[src/rtl/spi_xfer_sequencer_if.sv]
// spi_xfer_sequencer_if
//   Signal bundle between the APB register block / baud generator side
//   (master modport) and the transfer sequencer (slave modport).
//
//   Handshake semantics: there is no valid/ready back-pressure on this
//   boundary. send_data_i is a one-PCLK request pulse and is never stalled:
//   the sequencer either starts, queues one request, or reports overrun_o.
//   load_o, receive_data_o, overrun_o and abort_o are one-PCLK event pulses
//   that the consumer must take in the cycle they are high.
//
//   Ports (from the sequencer's point of view):
//     spe_i, mstr_i, spiswai_i, spi_mode_i  enable qualifiers
//     send_data_i                           data register written (pulse)
//     miso_receive_sclk_i/_sclk0_i          sample strobes from baud generator
//     ss_o, tip_o                           slave select (active-low), busy
//     load_o, receive_data_o, overrun_o,
//     abort_o                               event pulses
//     bit_cnt_o                             bits sampled in current transfer
//     state_dbg, pend_dbg                   FSM state and queued-request flag
interface spi_xfer_sequencer_if #(
  parameter int DATA_WIDTH = 8
);
  localparam int BCW = $clog2(DATA_WIDTH + 1);

  logic           spe_i;
  logic           mstr_i;
  logic           spiswai_i;
  logic [1:0]     spi_mode_i;
  logic           send_data_i;
  logic           miso_receive_sclk_i;
  logic           miso_receive_sclk0_i;
  logic           ss_o;
  logic           tip_o;
  logic           load_o;
  logic           receive_data_o;
  logic           overrun_o;
  logic           abort_o;
  logic [BCW-1:0] bit_cnt_o;
  logic [1:0]     state_dbg;
  logic           pend_dbg;

  modport master (
    output spe_i, mstr_i, spiswai_i, spi_mode_i, send_data_i,
           miso_receive_sclk_i, miso_receive_sclk0_i,
    input  ss_o, tip_o, load_o, receive_data_o, overrun_o, abort_o,
           bit_cnt_o, state_dbg, pend_dbg
  );

  modport slave (
    input  spe_i, mstr_i, spiswai_i, spi_mode_i, send_data_i,
           miso_receive_sclk_i, miso_receive_sclk0_i,
    output ss_o, tip_o, load_o, receive_data_o, overrun_o, abort_o,
           bit_cnt_o, state_dbg, pend_dbg
  );
endinterface

[src/rtl/spi_xfer_sequencer.sv]
// spi_xfer_sequencer
//   Master-mode SPI transfer sequencer. Owns slave select, requests the
//   shift-register load, counts sampled bits from the baud generator
//   strobes and reports byte completion, overrun and abort.
//
//   Ports:
//     PCLK      system clock
//     PRESET_n  asynchronous active-low reset
//     bus       spi_xfer_sequencer_if.slave (see interface header)
//
//   Parameters:
//     DATA_WIDTH  bits per transfer (2..16)
//     SS_SETUP    PCLK cycles from load to ss_o falling (>=1)
//     SS_HOLD     PCLK cycles ss_o stays high after a transfer (>=1)
module spi_xfer_sequencer #(
  parameter int DATA_WIDTH = 8,
  parameter int SS_SETUP   = 2,
  parameter int SS_HOLD    = 2
) (
  input logic                 PCLK,
  input logic                 PRESET_n,
  spi_xfer_sequencer_if.slave bus
);
  localparam int BCW  = $clog2(DATA_WIDTH + 1);
  localparam int DMAX = (SS_SETUP > SS_HOLD) ? SS_SETUP : SS_HOLD;
  localparam int DCW  = $clog2(DMAX + 1);

  typedef enum logic [1:0] {
    IDLE  = 2'd0,
    SETUP = 2'd1,
    XFER  = 2'd2,
    HOLD  = 2'd3
  } state_t;

  state_t         state;
  logic [DCW-1:0] dly_cnt;
  logic [BCW-1:0] bit_cnt;
  logic           pend;
  logic           ss;
  logic           tip;
  logic           load;
  logic           rx_done;
  logic           ovr;
  logic           abrt;

  logic en;
  logic smp;
  logic req;

  // Wait mode only keeps the sequencer running when stop-in-wait is clear;
  // stop mode (1x) always disables it.
  assign en  = bus.spe_i & bus.mstr_i &
               ((bus.spi_mode_i == 2'b00) |
                ((bus.spi_mode_i == 2'b01) & ~bus.spiswai_i));
  assign smp = bus.miso_receive_sclk_i | bus.miso_receive_sclk0_i;
  assign req = bus.send_data_i | pend;

  always_ff @(posedge PCLK or negedge PRESET_n) begin
    if (!PRESET_n) begin
      state   <= IDLE;
      dly_cnt <= '0;
      bit_cnt <= '0;
      pend    <= 1'b0;
      ss      <= 1'b1;
      tip     <= 1'b0;
      load    <= 1'b0;
      rx_done <= 1'b0;
      ovr     <= 1'b0;
      abrt    <= 1'b0;
    end else begin
      load    <= 1'b0;
      rx_done <= 1'b0;
      abrt    <= 1'b0;
      // The queue is one deep: a request while one is already queued is lost.
      ovr     <= bus.send_data_i & pend;
      // Default: a request queues; start and abort below override this.
      if (bus.send_data_i) pend <= 1'b1;

      case (state)
        IDLE: begin
          if (en && req) begin
            state   <= SETUP;
            tip     <= 1'b1;
            load    <= 1'b1;
            bit_cnt <= '0;
            dly_cnt <= '0;
            pend    <= 1'b0;
          end
        end
        SETUP: begin
          if (!en) begin
            state   <= IDLE;
            tip     <= 1'b0;
            abrt    <= 1'b1;
            pend    <= 1'b0;
            dly_cnt <= '0;
          end else if (dly_cnt == DCW'(SS_SETUP - 1)) begin
            state   <= XFER;
            ss      <= 1'b0;
            dly_cnt <= '0;
          end else begin
            dly_cnt <= dly_cnt + DCW'(1);
          end
        end
        XFER: begin
          // Loss of enable beats a coincident final strobe.
          if (!en) begin
            state   <= IDLE;
            ss      <= 1'b1;
            tip     <= 1'b0;
            abrt    <= 1'b1;
            bit_cnt <= '0;
            pend    <= 1'b0;
          end else if (smp) begin
            if (bit_cnt == BCW'(DATA_WIDTH - 1)) begin
              state   <= HOLD;
              ss      <= 1'b1;
              tip     <= 1'b0;
              rx_done <= 1'b1;
              bit_cnt <= BCW'(DATA_WIDTH);
            end else begin
              bit_cnt <= bit_cnt + BCW'(1);
            end
          end
        end
        HOLD: begin
          // Always passes through IDLE, so a queued request loads one
          // cycle after the hold time expires.
          if (dly_cnt == DCW'(SS_HOLD - 1)) begin
            state   <= IDLE;
            bit_cnt <= '0;
            dly_cnt <= '0;
          end else begin
            dly_cnt <= dly_cnt + DCW'(1);
          end
        end
        default: state <= IDLE;
      endcase
    end
  end

  assign bus.ss_o           = ss;
  assign bus.tip_o          = tip;
  assign bus.load_o         = load;
  assign bus.receive_data_o = rx_done;
  assign bus.overrun_o      = ovr;
  assign bus.abort_o        = abrt;
  assign bus.bit_cnt_o      = bit_cnt;
  assign bus.state_dbg      = state;
  assign bus.pend_dbg       = pend;
endmodule

[src/flat_wrapper.sv]
// flat-port wrapper written by rule: the top's interface ports become plain ports
module spi_xfer_sequencer_flat 
#(
  parameter int DATA_WIDTH = 8,
  parameter int SS_SETUP   = 2,
  parameter int SS_HOLD    = 2
)
  (PCLK, PRESET_n, bus_spe_i, bus_mstr_i, bus_spiswai_i, bus_spi_mode_i, bus_send_data_i, bus_miso_receive_sclk_i, bus_miso_receive_sclk0_i, bus_ss_o, bus_tip_o, bus_load_o, bus_receive_data_o, bus_overrun_o, bus_abort_o, bus_bit_cnt_o, bus_state_dbg, bus_pend_dbg);
  spi_xfer_sequencer_if #(.DATA_WIDTH(DATA_WIDTH)) bus_i ();
  input logic PCLK;
  input logic PRESET_n;
  input wire logic [$bits(bus_i.spe_i)-1:0] bus_spe_i;
  input wire logic [$bits(bus_i.mstr_i)-1:0] bus_mstr_i;
  input wire logic [$bits(bus_i.spiswai_i)-1:0] bus_spiswai_i;
  input wire logic [$bits(bus_i.spi_mode_i)-1:0] bus_spi_mode_i;
  input wire logic [$bits(bus_i.send_data_i)-1:0] bus_send_data_i;
  input wire logic [$bits(bus_i.miso_receive_sclk_i)-1:0] bus_miso_receive_sclk_i;
  input wire logic [$bits(bus_i.miso_receive_sclk0_i)-1:0] bus_miso_receive_sclk0_i;
  output wire logic [$bits(bus_i.ss_o)-1:0] bus_ss_o;
  output wire logic [$bits(bus_i.tip_o)-1:0] bus_tip_o;
  output wire logic [$bits(bus_i.load_o)-1:0] bus_load_o;
  output wire logic [$bits(bus_i.receive_data_o)-1:0] bus_receive_data_o;
  output wire logic [$bits(bus_i.overrun_o)-1:0] bus_overrun_o;
  output wire logic [$bits(bus_i.abort_o)-1:0] bus_abort_o;
  output wire logic [$bits(bus_i.bit_cnt_o)-1:0] bus_bit_cnt_o;
  output wire logic [$bits(bus_i.state_dbg)-1:0] bus_state_dbg;
  output wire logic [$bits(bus_i.pend_dbg)-1:0] bus_pend_dbg;
  assign bus_i.spe_i = bus_spe_i;
  assign bus_i.mstr_i = bus_mstr_i;
  assign bus_i.spiswai_i = bus_spiswai_i;
  assign bus_i.spi_mode_i = bus_spi_mode_i;
  assign bus_i.send_data_i = bus_send_data_i;
  assign bus_i.miso_receive_sclk_i = bus_miso_receive_sclk_i;
  assign bus_i.miso_receive_sclk0_i = bus_miso_receive_sclk0_i;
  assign bus_ss_o = bus_i.ss_o;
  assign bus_tip_o = bus_i.tip_o;
  assign bus_load_o = bus_i.load_o;
  assign bus_receive_data_o = bus_i.receive_data_o;
  assign bus_overrun_o = bus_i.overrun_o;
  assign bus_abort_o = bus_i.abort_o;
  assign bus_bit_cnt_o = bus_i.bit_cnt_o;
  assign bus_state_dbg = bus_i.state_dbg;
  assign bus_pend_dbg = bus_i.pend_dbg;
  spi_xfer_sequencer #(.DATA_WIDTH(DATA_WIDTH), .SS_SETUP(SS_SETUP), .SS_HOLD(SS_HOLD)) u_core (.PCLK(PCLK), .PRESET_n(PRESET_n), .bus(bus_i));
endmodule
[config.mk]
export PLATFORM = sky130hd
export DESIGN_NAME = spi_xfer_sequencer_flat
export DESIGN_NICKNAME = d
export VERILOG_FILES = /design/src/rtl/spi_xfer_sequencer_if.sv /design/src/rtl/spi_xfer_sequencer.sv /design/src/flat_wrapper.sv
export SDC_FILE = /design/constraint.sdc
export NUM_CORES = 1
export LEC_CHECK = 0
export BUFFER_PORTS_ARGS = -buffer_cell sky130_fd_sc_hd__buf_4
export CAP_MARGIN = 40
export CORE_MARGIN = 3
export CORE_UTILIZATION = 50
export DETAILED_ROUTE_END_ITERATION = 12
export PLACE_DENSITY = 0.74
export SLEW_MARGIN = 40
export SYNTH_ARGS = -nofsm -noshare
export SYNTH_HDL_FRONTEND = slang
export SYNTH_SLANG_ARGS = --single-unit
[constraint.sdc]
create_clock -name PCLK -period 2.3 [get_ports PCLK]
set_input_delay 0.345 -clock PCLK [delete_from_list [all_inputs] [get_ports PCLK]]
set_output_delay 0.345 -clock PCLK [all_outputs]
set_load 0.02 [all_outputs]
==> reports/qor.txt <==
post-synthesis register bit count -> 15
critical path endpoint -> u_core.bus.bit_cnt_o[0]$_DFFE_PN0P_
Cell Rows -> 14
post-DP HPWL -> 1338 um
R2R Path End -> u_core.bus.bit_cnt_o[0]$_DFFE_PN0P_
GRT overflow -> 0
P_leak -> 0.0005423 uW
share of cells above drive strength 1 -> 34.91%
commonest non-fill, non-tap cell in the layout -> buf_4
critical path cell sequence -> inv_1 > ha_1 > and4b_1 > and3_2 > or3_4 > mux2_4
top_reg_cell synth -> dfrtp_1
asr flop ratio synth -> 100.0%
Mapped Area -> 848.3 um2
CP startpoint kind -> flop
Placer Congestion -> 0.8167
die width -> 47.19 um
most frequent cells in the layout -> buf_4, dfrtp_1, inv_1, ha_1, nor2_1
Cells after Synth -> 79
worst setup path start -> u_core.bus.state_dbg[0]$_DFFE_PN0P_
post-route ant nets -> 0
R2R cell count -> 6
Slowest cell on crit path -> dfrtp_1
Area Overhead vs Synth -> 26.25%
Final Hold Fails -> 0
largest family of logic cells by synthesized area -> simple AND/OR/NAND/NOR gates
clk_lat worst skew -> 0.28 ns
xor/xnor share of the synthesized area -> 0%
Hold Crit Start -> bus_send_data_i
Post-synth EDFFs -> 0
setup ws final -> 0.1787 ns
largest net degree at the start of global routing -> 16
status -> complete, no violations
io pins -> 23
core area -> 1559 um2
vias per cell -> 5.902
fin crit share -> 92.23%
Synth area leader -> dfrtp_1
Synth Area in Simple Gates -> 18.58%
RSZ-0062 raised after global routing -> false
FILL cells -> 123
Port Buf Inserts -> 22
adder-cell share of the synthesized area -> 8.850%
area share of the largest cell type after synthesis -> 41.30%
Wirelength per Cell -> 14.07 um
syn avg cell area -> 10.74 um2
die area -> 2227 um2
Place WS -> 0.2041 ns
first drt pass iteration count -> 5
Clk pin slew, worst setup/hold paths -> 0.09 ns
critical path's top delay family -> simple AND/OR/NAND/NOR gates
die height -> 47.19 um
Worst Max-Slew Pin Slew -> 0.4067 ns
number of global-route vias before repair -> 639
slowest stage delay, CP -> 0.42 ns
Reg-to-Reg Start -> u_core.bus.state_dbg[0]$_DFFE_PN0P_
VDD IR max -> 572.5 uV
deepest clock path buffer count -> 2
dominant cells by area after synthesis -> dfrtp_1, ha_1, o41ai_1
Root Driver -> clkbuf_4
Worst Clk Skew -> 0.0005980 ns
DR iter-0 viols -> 20
worst setup path category -> flop to flop
Post-Route WL -> 1717 um
sequential element share of the synthesized area -> 44.40%
crit path buf inv count -> 1
Syn Nets -> 95
Hold Path Class -> primary input to flop
CP Depth -> 6
reg-to-reg slack, setup -> 0.18 ns
via count -> 720
Compound-Gate Fraction of Synth Area -> 16.22%
Worst setup EP type -> flop
min cycle time layout -> 2.121 ns
max-slew violation count -> 0
Max Freq -> 471.4 MHz
post-cts repair resize count -> 0
mux cell area share after synthesis -> 9.292%
Synth Warn # -> 0
Inserted Clock Buffers -> 3
power per standard cell area -> 891.5 nW/um2
drc violations -> 0
clock sinks -> 15
Nets -> 123
first-pass GRT wire length -> 2739 um
Max-cap violations -> 0
Unique masters post-synth -> 32
total track usage -> 17.51%
crit-path max FO -> 6
WP data required -> 2.47 ns
H-tree Lvls -> 1
CTS tree -> done
Setup TNS -> 0 ns
initial antenna violation count -> 0
Final Setup Violations -> 0
Initial Utilization -> 54.41%
Max-Slew Margin vs Limit -> 72.53%
arrival time worst endpoint -> 2.30 ns
antenna cells -> 0
-- sequential cells by signal, summed over array words and instances, names as in the netlist --
| register | count |
|---|---|
| u_core.bus.receive_data_o | 1 |
| u_core.bus.load_o | 1 |
| u_core.bus.tip_o | 1 |
| u_core.bus.abort_o | 1 |
| u_core.bus.state_dbg | 2 |
| u_core.dly_cnt | 2 |
| u_core.bus.overrun_o | 1 |
| u_core.bus.ss_o | 1 |
| u_core.bus.pend_dbg | 1 |
| u_core.bus.bit_cnt_o | 4 |
-- worst min path at each step --
stage	end	slack, ns	depth (start not counted)
after floorplan	u_core.bus.abort_o$_DFF_PN0_	0.05	0
after global placement	u_core.bus.bit_cnt_o[1]$_DFFE_PN0P_	0.21	1
after detailed placement	u_core.bus.bit_cnt_o[0]$_DFFE_PN0P_	0.21	1
after CTS	u_core.bus.overrun_o$_DFF_PN0_	0.28	2
after global routing	u_core.bus.overrun_o$_DFF_PN0_	0.28	2
final	u_core.bus.overrun_o$_DFF_PN0_	0.28	2
-- per-stage QoR --
stage / std cells / utilization [%] / power (uW) / hold WS [ns] / area (um2)
finish: 122 / 68.70 / 954.8 / 0.2836 / 1071
global route: 122 / 68.70 / 1024 / 0.2835 / 1071
CTS: 122 / 68.70 / 960.9 / 0.2825 / 1071
detailed placement: 117 / 66.29 / 809.5 / 0.2101 / 1033
global placement: 117 / 66.29 / 800.4 / 0.2073 / 1033
floorplan: 79 / - / 656.3 / 0.04941 / 848.3
-- cell usage after synthesis (all sizes together) (2+ instances only) --
| master | number |
|---|---|
| dfrtp | 14 |
| ha | 6 |
| inv | 6 |
| nor2 | 5 |
| and2 | 4 |
| mux2 | 4 |
| nand3 | 4 |
| o41ai | 4 |
| a21oi | 3 |
| mux2i | 3 |
| nand2 | 3 |
| and3 | 2 |
| nor3 | 2 |
| nor3b | 2 |
| o211ai | 2 |
| o21ai | 2 |
-- cells by family after synthesis --
| group | Yosys count |
|---|---|
| muxes | 7 |
| and+or+nand+nor | 27 |
| AOI/OAI and AO/OA | 18 |
| DFF | 15 |
| adders and majority gates | 6 |
| buffers and inverters | 6 |
-- cell type report --
class | count | area, um2 | area share [%]
clock buffers | 3 | 22.52 | 2.103
repair buffers | 23 | 175.2 | 16.36
inverters | 6 | 22.52 | 2.103
clock inverters | 1 | 5.005 | 0.4673
multi-input cells | 58 | 449.2 | 41.94
well taps | 16 | 20.02 | 1.869
flip-flops and latches | 15 | 376.6 | 35.16
-- where the power goes --
part | leakage [uW] | switching [uW] | internal [uW]
Clock | 0.0000177 | 87.1 | 64.5
Combinational | 0.000328 | 253 | 204
Sequential | 0.000197 | 31.4 | 315
Total | 0.000542 | 371 | 583
-- what timing repair did --
item,CTS,global route
endpoints found under the hold margin,14,0
setup buffers,0,0
hold buffers,1,0
-- worst reg2reg max path, stage by stage, from the launching register on --
cell     delay, ns
dfrtp_1       0.42
inv_1         0.10
ha_1          0.27
and4b_1       0.28
and3_2        0.24
or3_4         0.40
mux2_4        0.30
-- routing by layer --
layer | global-route usage [%] | vias to the layer above | share of wire (%)
met5 | 0 | - | 0
met4 | 6.630 | 0 | 1.2
met3 | 2.682 | 4 | 7.0
met2 | 28.18 | 37 | 44
met1 | 23.60 | 329 | 48
li1 | - | 350 | -
No activity file was read; power rests on OpenSTA's default activity.
